## config.mk

```make
export PLATFORM = sky130hd
export DESIGN_NAME = elevador_scan
export DESIGN_NICKNAME = d
export VERILOG_FILES = /design/src/rtl/elevador_pkg.sv /design/src/rtl/elevador_people_counter.sv /design/src/rtl/elevador_scan.sv
export SDC_FILE = /design/constraint.sdc
export NUM_CORES = 1
export LEC_CHECK = 0
export CORE_MARGIN = 10
export CORE_UTILIZATION = 51
export CTS_CLUSTER_DIAMETER = 50
export DETAILED_ROUTE_END_ITERATION = 6
export MAX_ROUTING_LAYER = met4
export PLACE_DENSITY = 0.81
export SLEW_MARGIN = 20
export SYNTH_ARGS = -nofsm -noshare
export SYNTH_HDL_FRONTEND = slang
export SYNTH_HIERARCHICAL = 1
export SYNTH_SLANG_ARGS = --single-unit
```

## constraint.sdc

```tcl
create_clock -name clk -period 6.2 [get_ports clk]
set_clock_uncertainty 0.15 [all_clocks]
set_input_delay 1.24 -clock clk [delete_from_list [all_inputs] [get_ports clk]]
set_output_delay 1.24 -clock clk [all_outputs]
set_load 0.01 [all_outputs]
```

## src/rtl/elevador_pkg.sv

```systemverilog
// Shared encodings for the SCAN elevator controller: FSM state and travel direction.
package elevador_pkg;

    typedef enum logic [1:0] {
        IDLE        = 2'd0,
        MOVING_UP   = 2'd1,
        MOVING_DOWN = 2'd2,
        DOOR_OPEN   = 2'd3
    } state_t;

    typedef enum logic {
        UP   = 1'b0,
        DOWN = 1'b1
    } dir_t;

endpackage

```

## src/rtl/elevador_people_counter.sv

```systemverilog
// Car occupancy counter: counts boarding/leaving only while enabled (door open),
// saturating at both ends, and flags occupancy above CAPACITY.
module elevador_people_counter #(
    parameter int  CAPACITY = 10,
    localparam int CNT_W    = $clog2(CAPACITY + 2)
) (
    input  logic             clk,
    input  logic             reset,
    input  logic             count_en,
    input  logic             person_enter,
    input  logic             person_exit,
    output logic [CNT_W-1:0] num_people,
    output logic             overload
);

    localparam logic [CNT_W-1:0] CNT_MAX = {CNT_W{1'b1}};

    logic [CNT_W-1:0] count_q;
    logic [CNT_W-1:0] count_d;

    // Simultaneous enter and exit cancel out.
    always_comb begin
        count_d = count_q;
        if (count_en && person_enter && !person_exit && count_q != CNT_MAX) begin
            count_d = count_q + 1'b1;
        end else if (count_en && person_exit && !person_enter && count_q != '0) begin
            count_d = count_q - 1'b1;
        end
    end

    always_ff @(posedge clk or posedge reset) begin
        if (reset) begin
            count_q <= '0;
        end else begin
            count_q <= count_d;
        end
    end

    assign num_people = count_q;
    assign overload   = (count_q > CNT_W'(CAPACITY));

endmodule

```

## src/rtl/elevador_scan.sv

```systemverilog
// SCAN-order elevator controller: latches floor calls, keeps travelling in one
// direction while calls remain ahead, and holds the door while overloaded.
module elevador_scan
    import elevador_pkg::*;
#(
    parameter int  N_FLOORS      = 8,
    parameter int  TRAVEL_CYCLES = 2,
    parameter int  DOOR_CYCLES   = 4,
    parameter int  CAPACITY      = 10,
    localparam int FLOOR_W       = $clog2(N_FLOORS),
    localparam int CNT_W         = $clog2(CAPACITY + 2)
) (
    input  logic                clk,
    input  logic                reset,
    input  logic [N_FLOORS-1:0] req,
    input  logic                person_enter,
    input  logic                person_exit,
    output logic                motor_up,
    output logic                motor_down,
    output logic                door_open,
    output logic [FLOOR_W-1:0]  andar_atual,
    output logic [N_FLOORS-1:0] pending,
    output logic [CNT_W-1:0]    num_people,
    output logic                overload
);

    localparam int TRAV_W = $clog2(TRAVEL_CYCLES + 1);
    localparam int DOOR_W = $clog2(DOOR_CYCLES + 1);
    localparam logic [TRAV_W-1:0]  TRAVEL_LAST = TRAV_W'(TRAVEL_CYCLES - 1);
    localparam logic [DOOR_W-1:0]  DOOR_LOAD   = DOOR_W'(DOOR_CYCLES);
    localparam logic [FLOOR_W-1:0] FLOOR_TOP   = FLOOR_W'(N_FLOORS - 1);

    state_t              state_q, state_d;
    dir_t                dir_q, dir_d;
    logic [FLOOR_W-1:0]  floor_q, floor_d;
    logic [N_FLOORS-1:0] pending_q, pending_d;
    logic [TRAV_W-1:0]   travel_q, travel_d;
    logic [DOOR_W-1:0]   door_q, door_d;

    logic [N_FLOORS-1:0] cur_hit;
    logic [N_FLOORS-1:0] above_mask;
    logic [N_FLOORS-1:0] below_mask;
    logic [N_FLOORS-1:0] clear_mask;
    logic [N_FLOORS-1:0] req_eff;

    for (genvar gi = 0; gi < N_FLOORS; gi++) begin : g_mask
        assign cur_hit[gi]    = (floor_q == FLOOR_W'(gi));
        assign above_mask[gi] = pending_q[gi] && (FLOOR_W'(gi) > floor_q);
        assign below_mask[gi] = pending_q[gi] && (FLOOR_W'(gi) < floor_q);
    end

    always_comb begin
        state_d    = state_q;
        dir_d      = dir_q;
        floor_d    = floor_q;
        travel_d   = travel_q;
        door_d     = door_q;
        clear_mask = '0;
        // A call for the floor whose door is already open is absorbed, not latched.
        req_eff    = (state_q == DOOR_OPEN) ? (req & ~cur_hit) : req;

        case (state_q)
            IDLE: begin
                travel_d = '0;
                if (|(pending_q & cur_hit)) begin
                    state_d    = DOOR_OPEN;
                    clear_mask = cur_hit;
                    door_d     = DOOR_LOAD;
                end else if (|above_mask && (dir_q == UP || !(|below_mask))) begin
                    state_d = MOVING_UP;
                    dir_d   = UP;
                end else if (|below_mask) begin
                    state_d = MOVING_DOWN;
                    dir_d   = DOWN;
                end
            end
            MOVING_UP: begin
                if (floor_q == FLOOR_TOP) begin
                    state_d  = IDLE;
                    travel_d = '0;
                end else if (travel_q == TRAVEL_LAST) begin
                    travel_d = '0;
                    floor_d  = floor_q + 1'b1;
                    if (|(pending_q & (cur_hit << 1))) begin
                        state_d    = DOOR_OPEN;
                        clear_mask = cur_hit << 1;
                        door_d     = DOOR_LOAD;
                    end
                end else begin
                    travel_d = travel_q + 1'b1;
                end
            end
            MOVING_DOWN: begin
                if (floor_q == '0) begin
                    state_d  = IDLE;
                    travel_d = '0;
                end else if (travel_q == TRAVEL_LAST) begin
                    travel_d = '0;
                    floor_d  = floor_q - 1'b1;
                    if (|(pending_q & (cur_hit >> 1))) begin
                        state_d    = DOOR_OPEN;
                        clear_mask = cur_hit >> 1;
                        door_d     = DOOR_LOAD;
                    end
                end else begin
                    travel_d = travel_q + 1'b1;
                end
            end
            DOOR_OPEN: begin
                if (|(req & cur_hit)) begin
                    door_d = DOOR_LOAD;
                end else if (!overload) begin
                    if (door_q <= DOOR_W'(1)) begin
                        state_d = IDLE;
                        door_d  = '0;
                    end else begin
                        door_d = door_q - 1'b1;
                    end
                end
            end
            default: state_d = IDLE;
        endcase

        pending_d = (pending_q | req_eff) & ~clear_mask;
    end

    always_ff @(posedge clk or posedge reset) begin
        if (reset) begin
            state_q   <= IDLE;
            dir_q     <= UP;
            floor_q   <= '0;
            pending_q <= '0;
            travel_q  <= '0;
            door_q    <= '0;
        end else begin
            state_q   <= state_d;
            dir_q     <= dir_d;
            floor_q   <= floor_d;
            pending_q <= pending_d;
            travel_q  <= travel_d;
            door_q    <= door_d;
        end
    end

    assign motor_up    = (state_q == MOVING_UP);
    assign motor_down  = (state_q == MOVING_DOWN);
    assign door_open   = (state_q == DOOR_OPEN);
    assign andar_atual = floor_q;
    assign pending     = pending_q;

    elevador_people_counter #(
        .CAPACITY(CAPACITY)
    ) u_people (
        .clk         (clk),
        .reset       (reset),
        .count_en    (door_open),
        .person_enter(person_enter),
        .person_exit (person_exit),
        .num_people  (num_people),
        .overload    (overload)
    );

endmodule

```

==> results of run 1 <==
==> cell families after synthesis <==
kind of cell               Yosys count
AOI/OAI and AO/OA                   81
xor gates and xnor gates             5
adders and majority gates           16
buffers and inverters               30
DFF                                 23
muxes                                6
and+or+nand+nor                     66
==> cells in the mapped netlist, types with 3 or more instances <==
cell      number
nand2b_1       3
nand2_1       12
buf_6          3
inv_1         16
a21oi_1       22
a22oi_1        5
nor2b_1        4
ha_1          15
a31oi_1        6
nor2_1        15
o21ai_0        7
buf_4          3
buf_2          4
clkbuf_1       3
xor2_1         4
nand3_1        6
a22o_1         5
nor3_1         5
dfrtp_1       23
mux2_1         4
o22a_1         3
and2b_1        3
==> worst reg2reg max path, delay by kind of cell (launching register included) <==
family          cells  cell delay (ns)
fa+ha+maj           1             0.44
buf+inv             1             0.19
compound gates      5             1.38
mux                 1             0.33
flops               1             0.67
==> layout make-up <==
type | instances | area, um^2
Sequential cell | 23 | 575.6
Inverter | 16 | 60.06
Multi-Input combinational cell | 174 | 1324
Tap cell | 48 | 60.06
Timing Repair Buffer | 30 | 300.3
Fill cell | 336 | 1405
Clock inverter | 1 | 5.005
Clock buffer | 3 | 41.29
==> worst max-delay path by stage <==
stage | from | to | slack [ns] | cells past startpoint
6_report | andar_atual[2] | andar_atual[2] | 2.79 | 1
4_1_cts | andar_atual[2] | andar_atual[2] | 2.82 | 1
2_1_floorplan | req[0] | state_q[0] | 3.29 | 6
5_1_grt | andar_atual[2] | andar_atual[2] | 2.65 | 1
3_3_place_gp | req[0] | state_q[1] | 2.68 | 7
3_5_place_dp | req[0] | state_q[1] | 2.63 | 7
==> metal layers <==
metal / share of wire, % / track usage, % / up-vias / wire length, um
li1: - / - / 886 / -
met1: 46 / 21.16 / 886 / 2471
met2: 46 / 22.97 / 83 / 2470
met3: 6.2 / 2.832 / 9 / 333
met4: 1.8 / 5.598 / 0 / 95
met5: 0 / - / - / 0
==> cells in the final DEF, fill, tap and decap left out, types with 6 or more instances in the layout <==
cell	synthesis	routed
a31oi_1	6	6
dfrtp_1	23	23
a21oi_1	22	22
clkdlybuf4s50_1	0	30
nand2_1	12	12
nor2_1	15	15
nand3_1	6	6
inv_1	16	16
o21ai_0	7	7
ha_1	15	15
==> registers in the layout, indices dropped and copies added, names as in the netlist <==
| register | flops |
|---|---|
| andar_atual | 3 |
| dir_q | 1 |
| door_q | 3 |
| pending | 8 |
| state_q | 2 |
| travel_q | 2 |
| u_people/num_people | 4 |
==> power groups by stage <==
stage | logic (mW) | registers, mW | clock network [mW]
after floorplan | 0.649 | 0.299 | 0
after global placement | 0.816 | 0.343 | 0
after detailed placement | 0.835 | 0.345 | 0
after CTS | 0.839 | 0.343 | 0.101
after global routing | 0.929 | 0.363 | 0.111
final | 0.843 | 0.347 | 0.101
==> results.ini, run 1 <==
[critical_path]
cp.required_ns=4.81
start_kind=flip-flop
crit_slowest_cell=dfrtp_1
reg2regPathDepth=8
cpPeakStageDelay_ns=1.04
crit_chain=clkdlybuf4s50_1
critPathKind=reg -> out
crit_buf_inv=1
path_delay_family=flip-flops
cp_max_fo=33
critPathArrivalTime_ns=2.02
reg2reg_slack_ns=2.93
end_kind=primary output
rr_startpoint=andar_atual[0]
regToRegEndpoint=state_q[1]

[clocking]
clock_sinks=23
cts_tree=yes
cts_buffers=3
cts_resized=0
ctsRootBufferMaster=clkbuf_8
cts_max_level=1
clk_latency_ns=0.28
cts_hold_buf=0
post_cts_buffers=0
clk_pin_slew_worst_paths_ns=0.09
clockBufferDepth=2

[hold_path]
hold_start=travel_q[1]
hp-class=reg -> reg
hold_path_depth=1
whs_endpoint=travel_q[1]

[power_and_ir_drop]
ir_drop_uv=416.5
p_total_mw=1.291
p_comb_share_pct=65.3
p_sw_mw=0.6383
clkPwrFrac_pct=7.8
leakagePower_nw=0.9839
pwr-share-seq_pct=26.9
p_per_area_nw_per_um2=545.7
internal_power_mw=0.6529
swShare_pct=49.43

[die]
pin_count=31
die_h_um=83.41
core_area_um2=3771
initial_core_util_pct=54.38
die_w_um=83.41
die_area_um2=6957
rows=22

[routing]
totalWireLength_mm=5.369
detail_route.vias_per_cell=6.319
vias=1864
dr.pass1.iters=5
ant_nets=0
first_iter_violations=246
post_drt_wl_per_cell_um=18.20
drc=0

[placement]
routabilityCongestion=0.9200
pre_cts_slack_ns=2.627
dp_hpwl_mm=3.951
dp_cells=291
placedInstanceArea_um2=2320
port_buffers=30

[yosys]
synth_top_cell_by_area=dfrtp_1
synth_area_um2=2051
yosys-top-cells-area=dfrtp_1, ha_1, a21oi_1
ys_seq_area_share_pct=28.07
synth_top_cell_area_share_pct=28.07
synthFlopType=dfrtp_1
muxShareOfSynthArea_pct=3.173
syn-instance-count=227
synth_top_family_by_area=compound AO/OA/AOI/OAI gates
yosysWarnings=6
synth_xor_area_share_pct=2.135
synthSimpleGateAreaFrac_pct=18.30
ys_ff_latch=23
synth_edf_count=0
syn_nets=255
synth-compound-area-share_pct=30.81
synth.distinct_cells=67
synth_adder_area_share_pct=10.13
async_reset_ff_share_pct=100.0
synth.avg_cell_area_um2=9.034

[cells_and_area]
antenna_cells=0
fin_nets=276
drive_above_1_share_pct=7.692
stdcell_area_um2=2366
final_core_util_pct=62.74
final_cells=295
area_growth_pct=15.38

[sta]
tns_ns=0
relSlewSlack_pct=30.93
setup_ws_ns=2.788
rsz0062_at_grt=no
hold_viol_final=0
setup_viol_count_final=0
timing.final.max_slew_violations=0
worst_pin_slew_ns=1.036
clock.fmax_mhz=293.1
fin_crit_ns=3.412
hold-worst-slack_ns=0.3498
period_share_pct=55.04

[grt]
grt_pass1_vias=1762
antenna_found_initial=0
grt_start_max_net_pins=34
grt_pass1_wl_mm=9.128
track_usage_pct=15.75
grt_overflow=0

[outcome]
outcome=finished clean

[job]
cap_violations=0

(Power assumes the default switching activity.)
==> inputs of run 2 (changes only) <==
--- a/config.mk
+++ b/config.mk
@@ -6,7 +6,7 @@
 export NUM_CORES = 1
 export LEC_CHECK = 0
 export CORE_MARGIN = 10
-export CORE_UTILIZATION = 51
+export CORE_UTILIZATION = 49
 export CTS_CLUSTER_DIAMETER = 50
 export DETAILED_ROUTE_END_ITERATION = 6
 export MAX_ROUTING_LAYER = met4
==> constraint.sdc (replaced) <==
create_clock -name clk -period 3.1 [get_ports clk]
set_clock_uncertainty 0.15 [all_clocks]
set_input_delay 0.62 -clock clk [delete_from_list [all_inputs] [get_ports clk]]
set_output_delay 0.62 -clock clk [all_outputs]
set_load 0.01 [all_outputs]
==> run 2 against run 1 <==
Wire length rose by 2.3%. Core utilization fell by 2.5 points. Cell area rose by 2.6%. Combinational power rose by 120%. Sequential share of layout area fell by 0.61 points. Critical endpoint is now door_q[1]. Register-to-register slack got worse by 2.7 ns. Clock power rose by 94%. Total power rose by 110%. Non-clock buffer count rose by 8. Global-route usage rose by 0.078 points. Clock-buffer cell count rose by 1.
==> results.ini, run 2 (synthesis gave the netlist of run 1 again) <==
[critical_path]
crit_slowest_cell=ha_1
reg2reg_slack_ns=0.22  ; -2.71 ns
crit_buf_inv=1  ; unchanged
cpPeakStageDelay_ns=0.48  ; -0.56 ns
rr_startpoint=andar_atual[0]
start_kind=flip-flop
critPathKind=reg -> reg
cp_num_cells=8  ; +7
path_delay_family=compound AO/OA/AOI/OAI gates
regToRegEndpoint=door_q[1]
cp-endpoint=door_q[1]
critPathArrivalTime_ns=2.91  ; +0.89 ns
cp.required_ns=3.13  ; -1.68 ns
end_kind=flip-flop
startpoint=andar_atual[0]
crit_chain=inv_1 > ha_1 > a22oi_1 > a21o_1 > and4_4 > a2111o_1 > or4_1 > o22ai_1
reg2regPathDepth=8  ; unchanged
cp_max_fo=13  ; -61%

[grt]
antenna_found_initial=0  ; unchanged
grt_pass1_vias=1874  ; +6.4%
grt_start_max_net_pins=20  ; -41%
track_usage_pct=15.83  ; +0.078 points
grt_overflow=0  ; unchanged
grt_pass1_wl_mm=9.377  ; +2.7%

[placement]
dp_cells=301  ; +3.4%
routabilityCongestion=0.9295  ; +1.0%
pre_cts_slack_ns=0.2307  ; -2.396 ns
port_buffers=30  ; unchanged
dp_hpwl_mm=4.211  ; +6.6%

[cells_and_area]
largest_reg_flops=8  ; unchanged
area_growth_pct=18.36
drive_above_1_share_pct=10.20  ; +2.5 points
fin_nets=284  ; +2.9%
antenna_cells=0  ; unchanged
final_cells=305  ; +3.4%
final_core_util_pct=60.25  ; -2.5 points
layout_commonest_cell=clkdlybuf4s50_1
layout_common_cells=clkdlybuf4s50_1, dfrtp_1, a21oi_1

[routing]
vias=1893  ; +1.6%
drc=0  ; unchanged
first_iter_violations=231  ; -6.1%
dr.pass1.iters=5  ; unchanged
post_drt_wl_per_cell_um=18.01  ; -1.0%
totalWireLength_mm=5.494  ; +2.3%
ant_nets=0  ; unchanged
detail_route.vias_per_cell=6.207  ; -1.8%

[sta]
period_share_pct=92.82
rsz0062_at_grt=no
fin_crit_ns=2.877
setup_viol_count_final=0  ; unchanged
timing.final.max_slew_violations=0  ; unchanged
setup_ws_ns=0.2226  ; -2.565 ns
worst_pin_slew_ns=0.7827  ; -0.2533 ns
relSlewSlack_pct=47.77  ; +17 points
hold_viol_final=0  ; unchanged
clock.fmax_mhz=347.5
tns_ns=0  ; unchanged

[power_and_ir_drop]
p_per_area_nw_per_um2=1091  ; +100%
leakagePower_nw=1.021  ; +3.8%
ir_drop_uv=604.7  ; +45%
p_total_mw=2.648  ; +110%

[clocking]
cts_buffers=3  ; unchanged
ctsRootBufferMaster=clkbuf_8
clk_pin_slew_worst_paths_ns=0.09  ; about the same
clk_latency_ns=0.27  ; about the same
post_cts_buffers=0  ; unchanged
cts_hold_buf=0  ; unchanged
clock_sinks=23  ; unchanged
clockBufferDepth=2  ; unchanged
cts_resized=0  ; unchanged
cts_tree=yes
cts_max_level=1  ; unchanged

[die]
core_area_um2=4029  ; +6.8%
rows=23  ; +4.5%
pin_count=31  ; unchanged
initial_core_util_pct=50.90  ; -3.5 points
die_area_um2=7172  ; +3.1%
die_h_um=84.69  ; +1.5%
die_w_um=84.69  ; +1.5%

[job]
cap_violations=0  ; unchanged

[hold_path]
hp-class=reg -> reg

[outcome]
outcome=finished clean

run 2: worst min path at each step:
| stage | slack, ns | cells after the start | endpoint | startpoint |
|---|---|---|---|---|
| finish | 0.34 | 1 | travel_q[1] | travel_q[1] |
| global route | 0.35 | 1 | travel_q[1] | travel_q[1] |
| CTS | 0.34 | 1 | travel_q[1] | travel_q[1] |
| detailed placement | 0.32 | 1 | travel_q[1] | travel_q[1] |
| global placement | 0.31 | 1 | travel_q[1] | travel_q[1] |
| floorplan | 0.24 | 1 | u_people/num_people[0] | reset |
run 2: area by class of cell:
cell class	instances	area (um^2)
Fill cell	356	1602
Sequential cell	23	575.6
Multi-Input combinational cell	174	1324
Clock buffer	4	45.04
Tap cell	50	62.56
Timing Repair Buffer	38	360.3
Inverter	16	60.06
run 2: worst reg2reg max path, stage by stage, from the launching register on:
cell	delay, ns
dfrtp_1	0.44
inv_1	0.16
ha_1	0.48
a22oi_1	0.13
a21o_1	0.25
and4_4	0.19
a2111o_1	0.36
or4_1	0.45
o22ai_1	0.18
run 2: per-stage QoR:
step	hold slack, ns	instance area, um^2
4_1_cts	0.3437	2427
6_report	0.3368	2427
5_1_grt	0.3513	2427
3_5_place_dp	0.3232	2382
3_3_place_gp	0.3120	2382
2_1_floorplan	0.2361	2051
run 2: power breakdown:
group          total (mW)  internal [mW]  switching (mW)
Combinational        1.85          0.855           0.992
Clock               0.196         0.0919           0.104
Sequential          0.605          0.417           0.188
Total                2.65           1.36            1.28
run 2: metal layers:
layer,up-vias,routed length (um),track usage (%)
met5,-,0,-
met4,0,48,4.042
met3,6,418,2.899
met2,71,2629,25.12
met1,908,2398,20.15
li1,908,-,-
==> inputs of run 3 (changes only) <==
--- a/config.mk
+++ b/config.mk
@@ -10,7 +10,7 @@
 export CTS_CLUSTER_DIAMETER = 50
 export DETAILED_ROUTE_END_ITERATION = 6
 export MAX_ROUTING_LAYER = met4
-export PLACE_DENSITY = 0.81
+export PLACE_DENSITY = 0.86
 export SLEW_MARGIN = 20
 export SYNTH_ARGS = -nofsm -noshare
 export SYNTH_HDL_FRONTEND = slang
==> run 3 against run 2 <==
First-iteration DRC count is 31% higher. Global-route usage is 0.52 points higher. Highest routed layer unchanged. Critical path depth grew 1.
==> results.ini, run 3 (synthesis gave the netlist of run 1 again) <==
[outcome]
outcome=finished clean

[cells_and_area]
area_growth_pct=19.46
drive_above_1_share_pct=11.67  ; +1.5 points
final_core_util_pct=60.81  ; +0.56 points
fin_nets=286  ; +0.70%
stdcell_area_um2=2450  ; +0.93%
antenna_cells=0  ; unchanged
final_cells=307  ; +0.66%
largest_reg_flops=8  ; unchanged
layout_commonest_cell=clkdlybuf4s50_1
layout_common_cells=clkdlybuf4s50_1, dfrtp_1, a21oi_1

[critical_path]
rr_startpoint=andar_atual[1]
critPathArrivalTime_ns=2.97  ; +0.06 ns
cp_max_fo=10  ; -3
regToRegEndpoint=door_q[1]
end_kind=flip-flop
start_kind=flip-flop
critPathKind=reg -> reg
cp.required_ns=3.16  ; +0.03 ns
reg2reg_slack_ns=0.19  ; -0.03 ns
reg2regPathDepth=9  ; +1

[hold_path]
hp-class=reg -> reg
hold_start=travel_q[1]
hold_path_depth=1  ; unchanged
whs_endpoint=travel_q[1]

[grt]
grt_pass1_wl_mm=9.466  ; +0.95%
antenna_found_initial=0  ; unchanged
use_met2_pct=25.53  ; +0.41 points
gr-usage-met3_pct=4.541  ; +1.6 points
grt_pass1_vias=1942  ; +3.6%
met1_usage_pct=18.78  ; -1.4 points
grt_start_max_net_pins=21  ; +5.0%
top_usage_layer=met2
grt_overflow=0  ; unchanged
track_usage_pct=16.35  ; +0.52 points

[die]
core_area_um2=4029  ; unchanged
die_h_um=84.69  ; unchanged
die_area_um2=7172  ; unchanged
initial_core_util_pct=50.90  ; unchanged
die_w_um=84.69  ; unchanged
pin_count=31  ; unchanged
rows=23  ; unchanged

[routing]
totalWireLength_mm=5.806  ; +5.7%
post_drt_wl_per_cell_um=18.91  ; +5.0%
detail_route.vias_per_cell=6.511  ; +4.9%
drc=0  ; unchanged
dr.pass1.iters=5  ; unchanged
first_iter_violations=302  ; +31%
ant_nets=0  ; unchanged
vias=1999  ; +5.6%

[clocking]
cts_max_level=1  ; unchanged
clock_sinks=23  ; unchanged
cts_buffers=3  ; unchanged
ctsRootBufferMaster=clkbuf_8
clk_latency_ns=0.28  ; about the same
cts_tree=yes
clockBufferDepth=2  ; unchanged
clk_pin_slew_worst_paths_ns=0.10  ; about the same
post_cts_buffers=0  ; unchanged

[sta]
period_share_pct=93.91  ; +1.1 points
setup_viol_count_final=0  ; unchanged
worst_pin_slew_ns=0.8086  ; +0.02598 ns
clock.fmax_mhz=343.5  ; -1.2%
timing.final.max_slew_violations=0  ; unchanged
tns_ns=0  ; unchanged
hold_viol_final=0  ; unchanged
rsz0062_at_grt=no
relSlewSlack_pct=46.03  ; -1.7 points
fin_crit_ns=2.911  ; +0.03378 ns

[placement]
dp_cells=303  ; +0.66%
placedInstanceArea_um2=2397  ; +0.63%
routabilityCongestion=0.9136  ; -1.7%
dp_hpwl_mm=4.278  ; +1.6%
port_buffers=30  ; unchanged

[power_and_ir_drop]
p_per_area_nw_per_um2=1099  ; +0.74%
ir_drop_uv=591.5  ; -2.2%
leakagePower_nw=1.034  ; +1.3%

[job]
cap_violations=0  ; unchanged

-- run 3: power breakdown --
part / total, mW / internal (mW) / switching, mW
Sequential: 0.621 / 0.417 / 0.205
Clock: 0.204 / 0.0903 / 0.114
Combinational: 1.87 / 0.865 / 1.00
Total: 2.69 / 1.37 / 1.32
-- run 3: area by class of cell --
type,count,area (um^2)
Timing Repair Buffer,40,375.4
Fill cell,373,1579
Tap cell,50,62.56
Multi-Input combinational cell,174,1330
Clock buffer,3,41.29
Sequential cell,23,575.6
Clock inverter,1,5.005
Inverter,16,60.06
-- run 3: per-layer routing --
layer | vias to the layer above | wire length, um | share of wire (%)
met1 | 949 | 2406 | 41
met4 | 0 | 205 | 3.5
met2 | 115 | 2698 | 46
met5 | - | 0 | 0
li1 | 908 | - | -
met3 | 27 | 496 | 8.5
-- run 3: stage by stage --
stage               setup WS [ns]  hold slack, ns  power (mW)
global route              0.04133          0.3662       2.912
detailed placement         0.1920          0.3170       2.456
CTS                        0.1535          0.3389       2.672
global placement           0.2716          0.3117       2.393
floorplan                  0.3636          0.2361       1.898
finish                     0.1888          0.3347       2.693
-- run 3: what timing repair did --
item | CTS | global route
hold buffers | 0 | 0
setup endpoints to repair | 0 | 1
hold endpoints to repair | 0 | 0
resized for setup | 0 | 1
-- run 3: how the worst max path moves through the flow --
stage / start / end / slack [ns] / cells past startpoint
2_1_floorplan: andar_atual[1] / state_q[0] / 0.36 / 10
3_3_place_gp: req[0] / state_q[1] / 0.27 / 7
3_5_place_dp: andar_atual[0] / pending[4] / 0.19 / 8
4_1_cts: andar_atual[0] / pending[4] / 0.15 / 8
5_1_grt: andar_atual[1] / door_q[1] / 0.04 / 9
6_report: andar_atual[1] / door_q[1] / 0.19 / 9
-- run 3: critical path, stage by stage (launching register included) --
cell and delay (ns):
dfrtp_1 0.45, inv_1 0.17, ha_1 0.41, buf_4 0.21
a22oi_4 0.08, a31oi_4 0.19, nand2_2 0.07, a2111o_1 0.48
or4_1 0.45, o22ai_1 0.17
